[src/rtl/eval_scan_ctrl.sv]
// eval_scan_ctrl: steps move_index through the generated moves, clears the evaluator per move,
// and keeps the best signed score (max for white, min for black) with a per-move watchdog.
module eval_scan_ctrl #(
    parameter int EVAL_WIDTH    = 32,
    parameter int INDEX_WIDTH   = 8,
    parameter int TIMEOUT_WIDTH = 16
) (
    input  logic                          clk,
    input  logic                          reset,
    input  logic                          start,
    input  logic [INDEX_WIDTH-1:0]        move_count,
    input  logic                          white_to_move,
    output logic [INDEX_WIDTH-1:0]        move_index,
    output logic                          clear_eval,
    input  logic                          eval_valid,
    input  logic signed [EVAL_WIDTH-1:0]  eval,
    output logic                          busy,
    output logic                          done,
    output logic [INDEX_WIDTH-1:0]        best_index,
    output logic signed [EVAL_WIDTH-1:0]  best_eval,
    output logic                          no_moves,
    output logic                          timeout_error
);
    typedef enum logic [2:0] {S_IDLE, S_CLEAR, S_SETTLE, S_WAIT, S_DONE} state_e;
    localparam logic [INDEX_WIDTH-1:0]   IDX_ONE = 1;
    localparam logic [TIMEOUT_WIDTH-1:0] WD_ONE  = 1;
    state_e                         state_q, state_d;
    logic [INDEX_WIDTH-1:0]         idx_q, idx_d, cnt_q, cnt_d, best_idx_q, best_idx_d;
    logic signed [EVAL_WIDTH-1:0]   best_eval_q, best_eval_d;
    logic                           white_q, white_d, no_moves_q, no_moves_d, timeout_q, timeout_d;
    logic [TIMEOUT_WIDTH-1:0]       wd_q, wd_d;
    logic                           better;
    always_ff @(posedge clk) begin
        if (reset) begin
            state_q     <= S_IDLE;
            idx_q       <= '0;
            cnt_q       <= '0;
            best_idx_q  <= '0;
            best_eval_q <= '0;
            white_q     <= 1'b0;
            no_moves_q  <= 1'b0;
            timeout_q   <= 1'b0;
            wd_q        <= '0;
        end else begin
            state_q     <= state_d;
            idx_q       <= idx_d;
            cnt_q       <= cnt_d;
            best_idx_q  <= best_idx_d;
            best_eval_q <= best_eval_d;
            white_q     <= white_d;
            no_moves_q  <= no_moves_d;
            timeout_q   <= timeout_d;
            wd_q        <= wd_d;
        end
    end
    // Move 0 always loads; later moves need a strict improvement so ties keep the lower index.
    assign better = (idx_q == '0) || (white_q ? (eval > best_eval_q) : (eval < best_eval_q));
    always_comb begin
        state_d     = state_q;
        idx_d       = idx_q;
        cnt_d       = cnt_q;
        best_idx_d  = best_idx_q;
        best_eval_d = best_eval_q;
        white_d     = white_q;
        no_moves_d  = no_moves_q;
        timeout_d   = timeout_q;
        wd_d        = wd_q;
        case (state_q)
            S_IDLE: if (start) begin
                cnt_d       = move_count;
                white_d     = white_to_move;
                idx_d       = '0;
                best_idx_d  = '0;
                best_eval_d = '0;
                timeout_d   = 1'b0;
                no_moves_d  = (move_count == '0);
                state_d     = (move_count == '0) ? S_DONE : S_CLEAR;
            end
            S_CLEAR: state_d = S_SETTLE;
            S_SETTLE: begin
                wd_d    = '0;
                state_d = S_WAIT;
            end
            S_WAIT: if (eval_valid) begin
                if (better) begin
                    best_idx_d  = idx_q;
                    best_eval_d = eval;
                end
                if (idx_q == cnt_q - IDX_ONE) state_d = S_DONE;
                else begin
                    idx_d   = idx_q + IDX_ONE;
                    state_d = S_CLEAR;
                end
            end else if (wd_q == '1) begin
                timeout_d = 1'b1;
                state_d   = S_DONE;
            end else wd_d = wd_q + WD_ONE;
            S_DONE: state_d = S_IDLE;
            default: state_d = S_IDLE;
        endcase
    end
    assign move_index    = idx_q;
    assign clear_eval    = (state_q == S_CLEAR);
    assign busy          = (state_q != S_IDLE);
    assign done          = (state_q == S_DONE);
    assign best_index    = best_idx_q;
    assign best_eval     = best_eval_q;
    assign no_moves      = no_moves_q;
    assign timeout_error = timeout_q;
endmodule
[config.mk]
export PLATFORM = sky130hd
export DESIGN_NAME = eval_scan_ctrl
export DESIGN_NICKNAME = d
export VERILOG_FILES = /design/src/rtl/eval_scan_ctrl.sv
export SDC_FILE = /design/constraint.sdc
export NUM_CORES = 1
export LEC_CHECK = 0
export ABC_CLOCK_PERIOD_IN_PS = 2700
export BUFFER_PORTS_ARGS = -buffer_cell sky130_fd_sc_hd__buf_2
export CORE_MARGIN = 2
export CORE_UTILIZATION = 50
export DETAILED_ROUTE_END_ITERATION = 7
export HOLD_SLACK_MARGIN = 0.06
export PLACE_DENSITY = 0.77
export SLEW_MARGIN = 15
export SYNTH_ARGS = -nofsm -noshare
export SYNTH_HDL_FRONTEND = slang
export SYNTH_SLANG_ARGS = --single-unit
[constraint.sdc]
create_clock -name clk -period 2.7 [get_ports clk]
set_input_delay 0.135 -clock clk [delete_from_list [all_inputs] [get_ports clk]]
set_output_delay 0.135 -clock clk [all_outputs]
set_load 0.01 [all_outputs]
==> out/qor.csv <==
metric;value;unit
power_density;424;nW/um2
diodes;0;
ir_worst_vdd;0.000293;V
max_stage_delay;0.51;ns
routedWlPerCell;20.9;um
clk_latency;0.38;ns
htreeDepth;3;
cts_tree;yes;
synthesis.area;4840;um2
fmax;0.299;GHz
slew_headroom;0.532;
synth-edff-count;0;
cpMaxStageDelayCell;dfxtp_1;
rrSetupSlack;-0.64;ns
multi_input_area;3570;um2
synthToLayoutAreaGrowth;47.7;%
nets;798;
crit_fanout;17;
seq_area;1580;um2
fin_crit;3.34;ns
min_from;eval[20];
cts_buffers;9;
routed_wl;17800;um
fin_tns_setup;-17.27;ns
path_cells;inv_1, ha_1, nand4_1, nor4_4, buf_4, o41a_4, nor3_4, buf_4, o31a_4, buf_12, o211ai_1, a21oi_1;
grt.overflow.total;0;
row_count;35;
ys_seq_elements;78;
worstSetupPathType;reg -> reg;
antenna_left;0;
violations;setup timing;
p_leak;2.61;nW
nFillCells;590;
critPathMostFrequentCell;buf_4;
critPathBufInv;4;
final_util;0.766;
rr_worst_depth;12;
core_area;9330;um2
clock_path_buffers;2;
final_hold_viol_count;0;
timing.final.crit_share;1.24;
critPathRequiredTime;2.96;ns
reg2reg_from;best_eval[24]$_SDFFE_PP0P_;
io_pins;98;
io_buffer_count;97;
status;complete, but fails checks;
slew_viol_final;0;
end_kind;flip-flop;
syn_nets;645;
hold_path.class;in -> reg;
min_path_cells;3;
grt_pass1_wl;23000;um
synth-seq-area-share;0.323;
antenna_found_initial;0;
skew;0.0262;ns
die_h;102;um
syn_inst;564;
syn_avg_cell_area;8.58;um2
rsz0062_at_grt;true;
dpl.hpwl;9190;um
grt_start_max_net_pins;44;
finalPower;0.00303;W
fp.dieArea;10500;um2
die_w;102;um
clkSlewWorstSetupHoldPaths;0.10;ns
drc;0;
via_per_inst;6.25;
rr_endpoint;best_eval[22]$_SDFFE_PP0P_;
worst_slack;-0.644;ns
cts_root_buf;clkbuf_8;
cts.sinks;78;
grt_pass1_vias;4982;
tightest_slew;0.702;ns
initial_utilization;0.519;
dr.first_iter.drc_count;442;
worst-endpoint-arrival;3.60;ns
worst_setup_path_start_kind;flip-flop;
min_to;best_eval[20]$_SDFFE_PP0P_;
synth_cell_types;64;
async_reset_ff_frac;0;
setup_viol;40;
grt_usage;0.277;
ys.flop_type;dfxtp_1;
via_count;5317;
routabilityCongestion;0.844;
drive_above_1_share;0.373;
yosys_warnings;0;
path_delay_family;compound AO/OA/AOI/OAI gates;
dr.pass1.iters;5;
cap_violations;0;
layer usage:
layer,GRT usage,part of all wire,up-vias
met4,0.123,0.066,0
met2,0.487,0.48,321
met3,0.0438,0.074,108
met1,0.333,0.38,2509
met5,0,0,-
li1,-,-,2379
layout make-up:
| class | count | share of cell area |
|---|---|---|
| inverters | 42 | 0.0221 |
| clock inverters | 5 | 0.00805 |
| multi-input cells | 398 | 0.500 |
| repair buffers | 188 | 0.206 |
| flip-flops and latches | 78 | 0.220 |
| clock buffers | 11 | 0.0212 |
| well taps | 129 | 0.0226 |
sequential cells by signal, indices dropped and copies added, names as in the netlist:
signal	cells
best_eval	32
wd_q	16
best_index	8
cnt_q	8
move_index	8
state_q	3
no_moves	1
timeout_error	1
white_q	1
placed cells by master, fill, tap and decap left out, types with 5 or more instances in the layout:
cell type	Yosys	final
buf_4	1	40
nand4_1	15	15
nand3_1	9	9
xnor2_1	9	9
buf_12	0	10
nor3_1	7	6
inv_1	42	38
ha_4	0	9
nor3b_1	5	5
clkbuf_8	4	11
o311ai_2	0	18
nand2_1	38	38
o311ai_4	0	22
buf_2	11	97
nor2_1	48	46
xor2_1	22	22
a21oi_2	2	6
dlygate4sd3_1	1	31
a21oi_1	63	59
dfxtp_2	0	11
ha_1	36	27
o211ai_1	41	41
dfxtp_1	78	67
stage by stage:
stage | hold slack, ns | setup WS (ns) | cell area [um2] | cells
2_1_floorplan | 0.271 | 0.0128 | 4840 | 564
3_3_place_gp | 0.388 | -0.0975 | 5620 | 789
3_5_place_dp | 0.390 | -0.213 | 5620 | 789
4_1_cts | 0.0605 | -0.0383 | 6500 | 838
5_1_grt | 0.0392 | -0.816 | 7150 | 851
6_report | 0.0424 | -0.644 | 7150 | 851
cells in the mapped netlist (3+ instances only):
| cell | count | area [um2] |
|---|---|---|
| dfxtp_1 | 78 | 1560 |
| a21oi_1 | 63 | 315 |
| nor2_1 | 48 | 180 |
| inv_1 | 42 | 158 |
| o211ai_1 | 41 | 308 |
| o311ai_1 | 40 | 350 |
| nand2_1 | 38 | 143 |
| ha_1 | 36 | 450 |
| xor2_1 | 22 | 193 |
| clkbuf_1 | 15 | 56.3 |
| nand4_1 | 15 | 93.8 |
| buf_2 | 11 | 55.1 |
| nand3_1 | 9 | 45.0 |
| xnor2_1 | 9 | 78.8 |
| buf_6 | 8 | 90.1 |
| nor3_1 | 7 | 35.0 |
| nor3b_1 | 5 | 37.5 |
| a21o_1 | 4 | 30.0 |
| and3_1 | 4 | 25.0 |
| clkbuf_2 | 4 | 20.0 |
| clkbuf_8 | 4 | 55.1 |
| o21ai_0 | 4 | 20.0 |
| a31oi_1 | 3 | 18.8 |
| and2_1 | 3 | 18.8 |
cells by family after synthesis:
family                   share of synthesized area
AO/OA/AOI/OAI                                0.268
AND/OR/NAND/NOR                              0.160
buffers and inverters                       0.0957
flip-flops                                   0.323
adder cells (fa/ha/maj)                     0.0931
XOR/XNOR                                    0.0561
multiplexers                               0.00414
worst max path at each step:
stage                          startpoint                    endpoint  slack [ns]  cells after the start
2_1_floorplan  best_eval[17]$_SDFFE_PP0P_   best_eval[0]$_SDFFE_PP0P_        0.01                     11
3_3_place_gp   best_eval[17]$_SDFFE_PP0P_  best_eval[27]$_SDFFE_PP0P_        -0.1                     11
3_5_place_dp   best_eval[19]$_SDFFE_PP0P_  best_eval[20]$_SDFFE_PP0P_       -0.21                     11
4_1_cts        best_eval[19]$_SDFFE_PP0P_   best_eval[2]$_SDFFE_PP0P_       -0.04                     12
5_1_grt        best_eval[24]$_SDFFE_PP0P_  best_eval[22]$_SDFFE_PP0P_       -0.82                     12
6_report       best_eval[24]$_SDFFE_PP0P_  best_eval[22]$_SDFFE_PP0P_       -0.64                     12
worst register-to-register path: stages (launching register included):
cell and delay [ns]:
dfxtp_1 0.51, inv_1 0.09, ha_1 0.31, nand4_1 0.28, nor4_4 0.34, buf_4 0.20, o41a_4 0.19, nor3_4 0.06
buf_4 0.15, o31a_4 0.38, buf_12 0.17, o211ai_1 0.39, a21oi_1 0.15
report_power, final:
group | internal (W) | switching, W | leakage (nW)
sequential | 0.00118 | 0.0000381 | 0.636
clock | 0.000478 | 0.000482 | 0.109
combinational | 0.000325 | 0.000528 | 1.87
what timing repair did:
| item | 4_1_cts | 5_1_grt |
|---|---|---|
| pin swaps | 27 | 32 |
| hold buffers | 30 | 1 |
| endpoints found under the setup margin | 40 | 40 |
| endpoints found under the hold margin | 30 | 1 |
| cloned | 0 | 7 |
| buffers inserted | 4 | 5 |
| resized for setup | 56 | 60 |
No activity file was read; power rests on OpenSTA's default activity.
